===== config.mk =====
export PLATFORM = sky130hd
export DESIGN_NAME = chess_cursor_ctrl
export DESIGN_NICKNAME = d
export VERILOG_FILES = /design/src/rtl/chess_cursor_ctrl.sv
export SDC_FILE = /design/constraint.sdc
export NUM_CORES = 1
export LEC_CHECK = 0
export BUFFER_PORTS_ARGS = -buffer_cell sky130_fd_sc_hd__buf_2
export CORE_MARGIN = 2
export CORE_UTILIZATION = 58
export CTS_BUF_LIST = sky130_fd_sc_hd__clkbuf_8
export DETAILED_ROUTE_END_ITERATION = 16
export PLACE_DENSITY = 0.76
export SLEW_MARGIN = 20
export SYNTH_ARGS = -nofsm -noshare
export SYNTH_HDL_FRONTEND = slang
export SYNTH_SLANG_ARGS = --single-unit

===== constraint.sdc =====
create_clock -name clk -period 8.2 [get_ports clk]
set_input_delay 2.05 -clock clk [delete_from_list [all_inputs] [get_ports clk]]
set_output_delay 2.05 -clock clk [all_outputs]
set_load 0.01 [all_outputs]

===== src/rtl/chess_cursor_ctrl.sv =====
// chess_cursor_ctrl: debounced cursor movement and pick/place move sequencing, applied per frame_tick.
// Define CURSOR_WRAP_EN for modulo-8 cursor movement; the default build saturates at the board edges.
module chess_cursor_ctrl #(
    parameter int         DEBOUNCE_CYCLES = 250000,
    parameter logic [2:0] CUR_INIT_X      = 3'd4,
    parameter logic [2:0] CUR_INIT_Y      = 3'd6
) (
    input  logic       clk,
    input  logic       rst_n,
    input  logic       btn_up,
    input  logic       btn_down,
    input  logic       btn_left,
    input  logic       btn_right,
    input  logic       btn_sel,
    input  logic       frame_tick,
    output logic [2:0] cur_x,
    output logic [2:0] cur_y,
    output logic       src_valid,
    output logic [2:0] src_x,
    output logic [2:0] src_y,
    output logic       move_valid,
    output logic [5:0] move_from,
    output logic [5:0] move_to
);
    localparam int CW = $clog2(DEBOUNCE_CYCLES);

    typedef enum logic {IDLE, PICKED} state_t;

    state_t        state;
    logic [4:0]    btn, s1, s2, stable, stable_q, evt, pend;
    logic [CW-1:0] cnt [5];
    logic          up, dn, lf, rt, sel;
    logic [2:0]    nx, ny;

    assign btn = {btn_sel, btn_right, btn_left, btn_down, btn_up};
    assign evt = stable & ~stable_q;
    assign {sel, rt, lf, dn, up} = pend;
    assign src_valid = (state == PICKED);

`ifdef CURSOR_WRAP_EN
    assign nx = (rt && !lf) ? cur_x + 3'd1 : (lf && !rt) ? cur_x - 3'd1 : cur_x;
    assign ny = (dn && !up) ? cur_y + 3'd1 : (up && !dn) ? cur_y - 3'd1 : cur_y;
`else
    assign nx = (rt && !lf && cur_x != 3'd7) ? cur_x + 3'd1 : (lf && !rt && cur_x != 3'd0) ? cur_x - 3'd1 : cur_x;
    assign ny = (dn && !up && cur_y != 3'd7) ? cur_y + 3'd1 : (up && !dn && cur_y != 3'd0) ? cur_y - 3'd1 : cur_y;
`endif

    // Synchronize, debounce, and latch press events until the next frame tick.
    always_ff @(posedge clk) begin
        if (!rst_n) begin
            s1       <= '0;
            s2       <= '0;
            stable   <= '0;
            stable_q <= '0;
            pend     <= '0;
            for (int i = 0; i < 5; i++) cnt[i] <= '0;
        end else begin
            s1       <= btn;
            s2       <= s1;
            stable_q <= stable;
            pend     <= frame_tick ? evt : (pend | evt);
            for (int i = 0; i < 5; i++) begin
                if (s2[i] == stable[i]) begin
                    cnt[i] <= '0;
                end else if (cnt[i] == CW'(DEBOUNCE_CYCLES - 1)) begin
                    cnt[i]    <= '0;
                    stable[i] <= s2[i];
                end else begin
                    cnt[i] <= cnt[i] + 1'b1;
                end
            end
        end
    end

    // Select acts on the post-movement cursor of the same tick.
    always_ff @(posedge clk) begin
        if (!rst_n) begin
            state      <= IDLE;
            cur_x      <= CUR_INIT_X;
            cur_y      <= CUR_INIT_Y;
            src_x      <= '0;
            src_y      <= '0;
            move_valid <= 1'b0;
            move_from  <= '0;
            move_to    <= '0;
        end else begin
            move_valid <= 1'b0;
            if (frame_tick) begin
                cur_x <= nx;
                cur_y <= ny;
                if (sel) begin
                    if (state == IDLE) begin
                        state <= PICKED;
                        src_x <= nx;
                        src_y <= ny;
                    end else begin
                        state <= IDLE;
                        if ({ny, nx} != {src_y, src_x}) begin
                            move_valid <= 1'b1;
                            move_from  <= {src_y, src_x};
                            move_to    <= {ny, nx};
                        end
                    end
                end
            end
        end
    end
endmodule

## Word-level counts from Yosys, hierarchy flattened

Memory sizes are Yosys's and may differ from the RTL's.
Index checks and enable logic that the tools add are counted.

| cells by class | value |
|---|---|
| $add $sub $neg | 9 |
| bitwise gates (word level) | 24 |
| mux-type cells | 78 |
| equal/unequal tests | 13 |
| reductions and logical operators | 23 |

Operators with widths:

| kind | number |
|---|---|
| two-way mux 18 bit | 15 |
| adder 18 x 1 -> 18 bit (second input constant) | 5 |
| == test 18 bit (second input constant) | 5 |
| two-way mux 1 bit | 58 |
| OR 1 bit | 15 |
| two-way mux 3 bit | 4 |
| AND reduction 2 bit | 6 |
| logical AND 1 bit | 8 |
| AND reduction 4 bit | 2 |
| adder 3 x 1 -> 3 bit (second input constant) | 2 |
| != test 3 bit (second input constant) | 2 |
| != test 6 bit | 1 |
| NOT 1 bit | 6 |
| nonzero test 3 bit | 2 |
| subtractor 3 x 1 -> 3 bit (second input constant) | 2 |
| AND 5 bit | 1 |
| == test 1 bit | 5 |
| two-way mux 5 bit | 1 |
| NOT 5 bit | 1 |
| OR 5 bit | 1 |
| zero test 1 bit | 4 |
| AND reduction 3 bit | 1 |

| word-level totals | value |
|---|---|
| word-level logic and storage cells | 165 |
| bits in registers | 51 |
| output and inout port bits | 26 |
| memories kept | 1 |
| input bits | 8 |
| RAM bits | 90 |

Memory list:

| memory | depth | bits a word | read ports | clocked after memory_dff | wr ports | line | RTL |
|---|---|---|---|---|---|---|---|
| cnt | 5 | 18 | 5 | 0 | 5 | 31 | `logic [CW-1:0] cnt [5];` |

## Depth between registers and ports, before layout

Gate-level depths: netlist of the first run.

| logic depth | value |
|---|---|
| depth in word-level cells | 7 |
| mapped depth | 9 |
| gate-level depth less buffers | 8 |

## Worst setup path before layout of the first run

OpenSTA, ideal clock, no wires.

| timing | value |
|---|---|
| path type | input to register |
| from | input frame_tick |
| to | register move_to[4] |
| stages on the path | 7 |
| library setup time | 0.127 ns |
| arrival time | 3.297 ns |
| path slack | 4.776 ns |
| cell sequence | clkbuf_1 > and3_1 > clkbuf_1 > clkbuf_1 > nor2_1 > a41oi_1 > nand3_1 |

| between the ends | value |
|---|---|
| word-level cells in the longest chain between the ends | 1 |

RTL lines:

| what | line | RTL |
|---|---|---|
| start: declaration | 15 | `input logic frame_tick,` |
| AND reduction 4 bit (no source line) | - |  |
| end signal: assignment | 101 | `move_to <= {ny, nx};` |
| end: declaration | 23 | `output logic [5:0] move_to` |

No other way between the ends.
A chain may end at the register's enable or synchronous reset.

## Worst setup path in the final report of the first run

| timing | value |
|---|---|
| from | input frame_tick |
| to | register move_to[1] |

Same word-level chain as after synthesis.

==> results.yml, run 1 <==
sta:
  skew_ns: 0.00948
  setup-tns-final_ns: 0
  worst_slack_ns: 4.84
  timing_hold_violations_final: 0
  rsz0062_at_grt: "no"
  setup_viol: 0
  fin_crit_sh_pct: 41.0
  max_freq_mhz: 298
  slew_violations: 0
  max-slew-margin-rel_pct: 36.0
  worst_pin_slew_ns: 0.958
  fin_crit_ns: 3.36
synthesis:
  synth_compound_area_share_pct: 6.79
  ys.flop_type: "edfxtp_1"
  synth_top_family_by_area: "simple AND/OR/NAND/NOR gates"
  synth_edf_count: 90
  synth_fa_ha_area_share_pct: 2.26
  synth_mux_area_share_pct: 1.27
  synthXorXnorAreaFrac_pct: 11.1
  synthDistinctLibCells: 54
  synthSimpleGateAreaFrac_pct: 24.0
  synthCells: 727
  ys_seq_area_share_pct: 51.8
  ys_ff_latch: 141
  mappedNetlistArea_sq_um: 7190
  synth_area_per_cell_sq_um: 9.89
  yosysWarnings: 0
  synthArstFlopShare_pct: 0
worst_hold_path:
  whs_endpoint: "s2[0]$_SDFF_PN0_"
  hold_path_class: "reg -> reg"
  hold_path.startpoint: "s1[0]$_SDFF_PN0_"
  min_delay_path_depth: 1
cts:
  cts_buffers: 17
  cts_tree: "built"
  hold_buffers: 0
  path_clk_slew_ns: 0.08
  cts_buffer_depth: 2
  h-tree-depth: 4
  ctsRootBufferMaster: "clkbuf_8"
  clock_sinks: 141
  cts_resized: 0
  clk_latency_ns: 0.44
  post_cts_buffers: 0
placement:
  io_buffers: 33
  hpwl_mm: 9.02
  place_congestion: 0.812
  pre_cts_ws_ns: 4.39
  placed_cells: 994
grt:
  grt_pass1_wl_mm: 22.5
  antenna_found_initial: 0
  grt_max_degree: 66
  grt_usage_pct: 21.1
  grt_overflow: 0
  grt_pass1_vias: 5160
drt:
  drt-total-wl_mm: 12.8
  post_drt_via_cell_ratio: 5.20
  drt-pass1-iter-count: 5
  wl_per_cell_um: 12.5
  route.detailed.drc: 0
  ant_nets: 0
  drtIter0Drc: 393
  dr_total_vias: 5337
setup_path:
  r2r_end: "move_to[4]$_SDFFE_PN0P_"
  cp_max_fo: 22
  rr_worst_depth: 8
  crit_path_start_kind: "input port"
  r2r_start: "cur_x[0]$_SDFFE_PN0P_"
  critPathKind: "in -> reg"
  r2r_setup_slack_ns: 4.89
  crit_arrival_ns: 3.69
  required_ns: 8.53
  worstSetupEndpointType: "flip-flop"
power_and_ir_drop:
  p_leak_nw: 3.15
  peakVddDrop_v: 0.000134
  p_per_area_nw_per_um2: 171
floorplanning:
  initial_core_util_pct: 59.6
  core_region_area_sq_um: 12100
  die-area_sq_um: 13300
  rows: 40
  die_y_um: 115
  num_io_pins: 34
  die_x_um: 115
layout:
  syn2layout_area_growth_pct: 14.2
  fillers: 952
  drive_above_1_share_pct: 8.39
  finalNetCount: 866
  instances_no_fill: 1026
  antenna_cells: 0
run:
  cap_violations: 0
run_status:
  status: "complete, no violations"
[cell families after synthesis]
logic type	after synthesis
mux	9
compound gates	75
fa+ha+maj	13
simple gates	351
other cells	1
flops	141
xor+xnor	88
buf+inv	49
[cells in the mapped netlist (3+ instances only)]
| library cell | instances | area, sq um |
|---|---|---|
| and3_1 | 14 | 87.6 |
| ha_1 | 13 | 163 |
| mux2i_1 | 8 | 80.1 |
| nand4_1 | 18 | 113 |
| or3_1 | 4 | 25.0 |
| o22ai_1 | 5 | 31.3 |
| o21ai_0 | 23 | 115 |
| and2_1 | 27 | 169 |
| nand2_1 | 57 | 214 |
| nand2b_1 | 3 | 18.8 |
| nand3b_1 | 5 | 37.5 |
| nor2b_1 | 9 | 56.3 |
| inv_1 | 25 | 93.8 |
| xor2_1 | 57 | 499 |
| nand3_1 | 47 | 235 |
| xnor2_1 | 29 | 254 |
| nor3_1 | 10 | 50.1 |
| nor2_1 | 128 | 480 |
| clkbuf_1 | 22 | 82.6 |
| and4_1 | 5 | 43.8 |
| a21oi_1 | 16 | 80.1 |
| nor4b_1 | 4 | 35.0 |
| nor4_1 | 9 | 56.3 |
| o211ai_1 | 5 | 37.5 |
| dfxtp_1 | 51 | 1020 |
| edfxtp_1 | 90 | 2700 |
| o311ai_1 | 11 | 96.3 |
[cell type report]
cell class | count | area, sq um | share of cell area (%)
Multi-Input combinational cell | 626 | 3600 | 43.9
Clock inverter | 10 | 96.3 | 1.17
Tap cell | 168 | 210 | 2.56
Clock buffer | 22 | 303 | 3.69
Inverter | 25 | 93.8 | 1.14
Sequential cell | 141 | 3720 | 45.4
Timing Repair Buffer | 34 | 173 | 2.10
[cell usage in the layout (no fill, tap or decap), drive strengths merged, types with 14 or more instances in the layout]
cell type  instances
nor2             128
dfxtp             51
and3              14
nand2             57
xor2              57
inv               30
conb              90
nand3             47
edfxtp            90
o21ai             23
and2              27
a21oi             17
clkbuf            22
xnor2             29
buf               34
nand4             18
[where the power goes]
group | switching, mW | internal [mW]
clock | 0.247 | 0.305
combinational | 0.0320 | 0.0193
sequential | 0.0214 | 0.776
total | 0.300 | 1.10
[state kept, by name (all words and copies together), names as in the netlist]
name	flops
cnt	90
move_from	6
cur_x	3
src_y	3
cur_y	3
src_valid	1
stable_q	5
move_to	6
stable	5
s2	5
s1	5
src_x	3
pend	5
move_valid	1
[per-stage QoR]
step,power (mW),util (%),area [sq um],hold WS (ns)
2_1_floorplan,0.849,-,7520,0.412
3_3_place_gp,0.859,64.7,7800,0.415
3_5_place_dp,0.862,64.7,7800,0.419
4_1_cts,1.41,68.0,8200,0.440
5_1_grt,1.46,68.0,8200,0.460
6_report,1.40,68.0,8200,0.439
[how the worst max path moves through the flow]
stage / slack, ns / startpoint / cells after the start / endpoint
after floorplan: 4.78 / frame_tick / 7 / move_to[4]$_SDFFE_PN0P_
after global placement: 4.49 / frame_tick / 6 / move_to[1]$_SDFFE_PN0P_
after detailed placement: 4.39 / frame_tick / 6 / move_to[1]$_SDFFE_PN0P_
after CTS: 4.89 / frame_tick / 6 / move_to[1]$_SDFFE_PN0P_
after global routing: 4.48 / cur_x[0]$_SDFFE_PN0P_ / 8 / move_to[4]$_SDFFE_PN0P_
final: 4.84 / frame_tick / 6 / move_to[1]$_SDFFE_PN0P_
[critical path, cell delays in order]
cell	delay, ns
buf_2	0.27
and3_1	0.66
nand2_1	0.24
nor3_1	0.22
o21ai_0	0.13
o311ai_1	0.12
[per-layer routing]
metal / vias to the layer above / wire length (um) / part of all wire (%) / GRT usage, %
met5: - / 0 / 0 / 0
met4: 0 / 210 / 1.6 / 7.95
met3: 22 / 583 / 4.5 / 5.32
met2: 113 / 6090 / 48 / 33.4
met1: 2500 / 5940 / 46 / 28.2
li1: 2702 / - / - / -
No activity file was read; power rests on OpenSTA's default activity.
==> inputs of run 2 (changes only) <==
--- a/config.mk
+++ b/config.mk
@@ -5,12 +5,13 @@
 export SDC_FILE = /design/constraint.sdc
 export NUM_CORES = 1
 export LEC_CHECK = 0
+export ABC_AREA = 1
 export BUFFER_PORTS_ARGS = -buffer_cell sky130_fd_sc_hd__buf_2
 export CORE_MARGIN = 2
 export CORE_UTILIZATION = 58
 export CTS_BUF_LIST = sky130_fd_sc_hd__clkbuf_8
 export DETAILED_ROUTE_END_ITERATION = 16
-export PLACE_DENSITY = 0.76
+export PLACE_DENSITY = 0.79
 export SLEW_MARGIN = 20
 export SYNTH_ARGS = -nofsm -noshare
 export SYNTH_HDL_FRONTEND = slang
==> constraint.sdc (replaced) <==
create_clock -name clk -period 2.9 [get_ports clk]
set_input_delay 0.725 -clock clk [delete_from_list [all_inputs] [get_ports clk]]
set_output_delay 0.725 -clock clk [all_outputs]
set_load 0.01 [all_outputs]
==> run 2 against run 1 <==
Effect of this change: core utilization fell by 0.72 points; non-clock buffer count rose by 3; final cell count rose by 11%; via count rose by 5.3%; die area fell by 1.4%; sequential share of layout area rose by 0.87 points; count of clock-buffer cells in the layout fell by 1; register-to-register slack got worse by 4.3 ns; critical path depth rose by 3; sequential power rose to 2.8 times the previous value; combinational power rose to 2.7 times the previous value; highest routed layer unchanged; clock power rose by 140%.
==> results.yml, run 2 <==
setup_path:
  path_cells: "ha_1, nand2_1, inv_2, nand2_1, or2_1, nor4_1, nand2_1, nand2_1, nor3_1"
  path_buf_inv: 1
  required_ns: 3.08
  crit_slowest_cell: "nand2_1"
  path_delay_family: "simple AND/OR/NAND/NOR gates"
  critical_path.max_stage_delay_ns: 0.49
  critPathKind: "reg -> reg"
  crit_arrival_ns: 2.53
  crit_path_start_kind: "flip-flop"
  cpMostUsedCell: "nand2_1"
  cp_max_fo: 18
  worstSetupEndpointType: "flip-flop"
sta:
  timing_hold_violations_final: 0
  worst_slack_ns: 0.547
  setup_viol: 0
  fin_crit_ns: 2.35
  setup-tns-final_ns: 0
  max-slew-margin-rel_pct: 52.7
  slew_violations: 0
  hold-worst-slack_ns: 0.421
  worst_pin_slew_ns: 0.708
  rsz0062_at_grt: "no"
  skew_ns: 0.0113
  max_freq_mhz: 425
  fin_crit_sh_pct: 81.1
placement:
  pre_cts_ws_ns: 0.554
  hpwl_mm: 9.53
  io_buffers: 33
  place_congestion: 0.881
synthesis:
  yosysTopAreaCell: "edfxtp_1"
  netlist_top_cells_area: "edfxtp_1 38%, dfxtp_1 14%, nand2_1 9.1%"
  synthCells: 845
  yosysWarnings: 0
  ys_seq_area_share_pct: 52.6
  synth.most_common_cell: "nand2_1"
  synth_compound_area_share_pct: 7.94
  synthDistinctLibCells: 39
  synth_area_per_cell_sq_um: 8.38
  synthXorXnorAreaFrac_pct: 2.85
  synth_top_family_by_area: "simple AND/OR/NAND/NOR gates"
  ys_ff_latch: 141
  synthSimpleGateAreaFrac_pct: 27.3
  yosysTopAreaCellShare_pct: 38.2
  synthArstFlopShare_pct: 0
  synth_mux_area_share_pct: 0
  ys.flop_type: "edfxtp_1"
  synth_fa_ha_area_share_pct: 2.30
  ys_top_cells_by_count: "172 x nand2_1, 106 x nor2_1, 96 x inv_1"
  mappedNetlistArea_sq_um: 7080
  synth_edf_count: 90
cts:
  path_clk_slew_ns: 0.07
  hold_buffers: 0
  clk_latency_ns: 0.45
  cts_buffer_depth: 2
  cts_buffers: 17
  post_cts_buffers: 0
  cts_resized: 0
  clock_sinks: 141
  ctsRootBufferMaster: "clkbuf_8"
  cts_tree: "built"
  h-tree-depth: 4
drt:
  ant_nets: 0
  dr_total_vias: 5622
  wl_met2_mm: 6.06
  route.detailed.drc: 0
  drt-met1-wl_mm: 6.17
  drtIter0Drc: 299
  routed.top_layer: "met4"
  drt-pass1-iter-count: 4
  routed-wl-met3_um: 502
  post_drt_via_cell_ratio: 4.95
  drt-total-wl_mm: 12.9
  wl_per_cell_um: 11.3
run:
  cap_violations: 0
floorplanning:
  die_y_um: 114
  rows: 40
  die_x_um: 114
  core_region_area_sq_um: 12000
  num_io_pins: 34
  die-area_sq_um: 13100
  initial_core_util_pct: 59.2
power_and_ir_drop:
  peakVddDrop_v: 0.000339
  finalPower_mw: 3.72
  p_leak_nw: 3.52
  p_per_area_nw_per_um2: 463
grt:
  antenna_found_initial: 0
  grt_usage_pct: 21.1
  grt_pass1_wl_mm: 22.2
  grt_overflow: 0
  grt_max_degree: 27
  grt_pass1_vias: 5274
layout:
  layout_commonest_cell: "nand2_1"
  largest_reg_flops: 90
  fillers: 995
  largestRegisters: "cnt (90), move_from (6), move_to (6)"
  regMostFlops: "cnt"
  drive_above_1_share_pct: 8.81
  finalNetCount: 996
  syn2layout_area_growth_pct: 13.7
  layout_common_cells: "172 x nand2_1, 106 x nor2_1, 105 x inv_1"
  antenna_cells: 0
run_status:
  status: "complete, no violations"
worst_hold_path:
  hold_path_class: "reg -> reg"
==> run 2: cell types whose count changed after synthesis, moves of 11 or more <==
cell and change:
nand3_1 +17, a21oi_1 +52, nand2_1 +115, nor3_1 +20, o311ai_1 -11, inv_2 +14
xor2_1 -37, clkbuf_1 -13, and2_1 -27, and3_1 -11, inv_1 +71, xnor2_1 -26
nor2_1 -22
==> run 2: final timing paths <==
kind | start | end | slack [ns] | depth (start not counted)
worst min-delay path | s1[2]$_SDFF_PN0_ | s2[2]$_SDFF_PN0_ | 0.42 | 2
worst max-delay path | cnt[1][0]$_SDFFCE_PN0P_ | cnt[1][13]$_SDFFCE_PN0P_ | 0.55 | 9
worst max register to register | cnt[1][0]$_SDFFCE_PN0P_ | cnt[1][13]$_SDFFCE_PN0P_ | 0.55 | 9
worst min register to register | s1[2]$_SDFF_PN0_ | s2[2]$_SDFF_PN0_ | 0.42 | 2
==> run 2: cells by family (layout without fill, tap and decap cells) <==
logic type                 count (synthesis)  count (layout)
other                                      1              90
xor gates and xnor gates                  23              23
buffers and inverters                    127             181
DFF                                      141             141
adders and majority gates                 13              13
AOI/OAI and AO/OA                        106             106
and+or+nand+nor                          434             434
==> run 2: area by class of cell <==
type | instances | area (sq um) | share of cell area [%]
clock buffer | 21 | 289 | 3.59
clock inverter | 11 | 43.8 | 0.544
inverter | 112 | 420 | 5.22
multi-input combinational | 666 | 3190 | 39.7
sequential | 141 | 3720 | 46.3
tap | 147 | 184 | 2.28
timing repair buffer | 37 | 195 | 2.42
==> run 2: power by group <==
group / switching (mW) / leakage (nW) / internal (mW) / total, mW
clock: 0.686 / 0.207 / 0.651 / 1.34
combinational: 0.0967 / 1.98 / 0.0435 / 0.140
sequential: 0.0535 / 1.34 / 2.19 / 2.25
==> run 2: layer usage <==
metal	global-route usage (%)	up-vias
li1	-	2999
met1	26.4	2522
met2	34.9	84
met3	6.41	17
met4	7.32	0
met5	0	-
==> run 2: metrics by stage <==
stage / instance area (sq um) / std cells / util, %
2_1_floorplan: 7410 / 934 / -
3_3_place_gp: 7720 / 1103 / 64.5
3_5_place_dp: 7720 / 1103 / 64.5
4_1_cts: 8050 / 1135 / 67.3
5_1_grt: 8050 / 1135 / 67.3
6_report: 8050 / 1135 / 67.3
==> run 2: tightest hold or removal path, cell delays in order (launching register included) <==
cell and delay [ns]:
dfxtp_1 0.31, nand2_1 0.05, inv_1 0.04
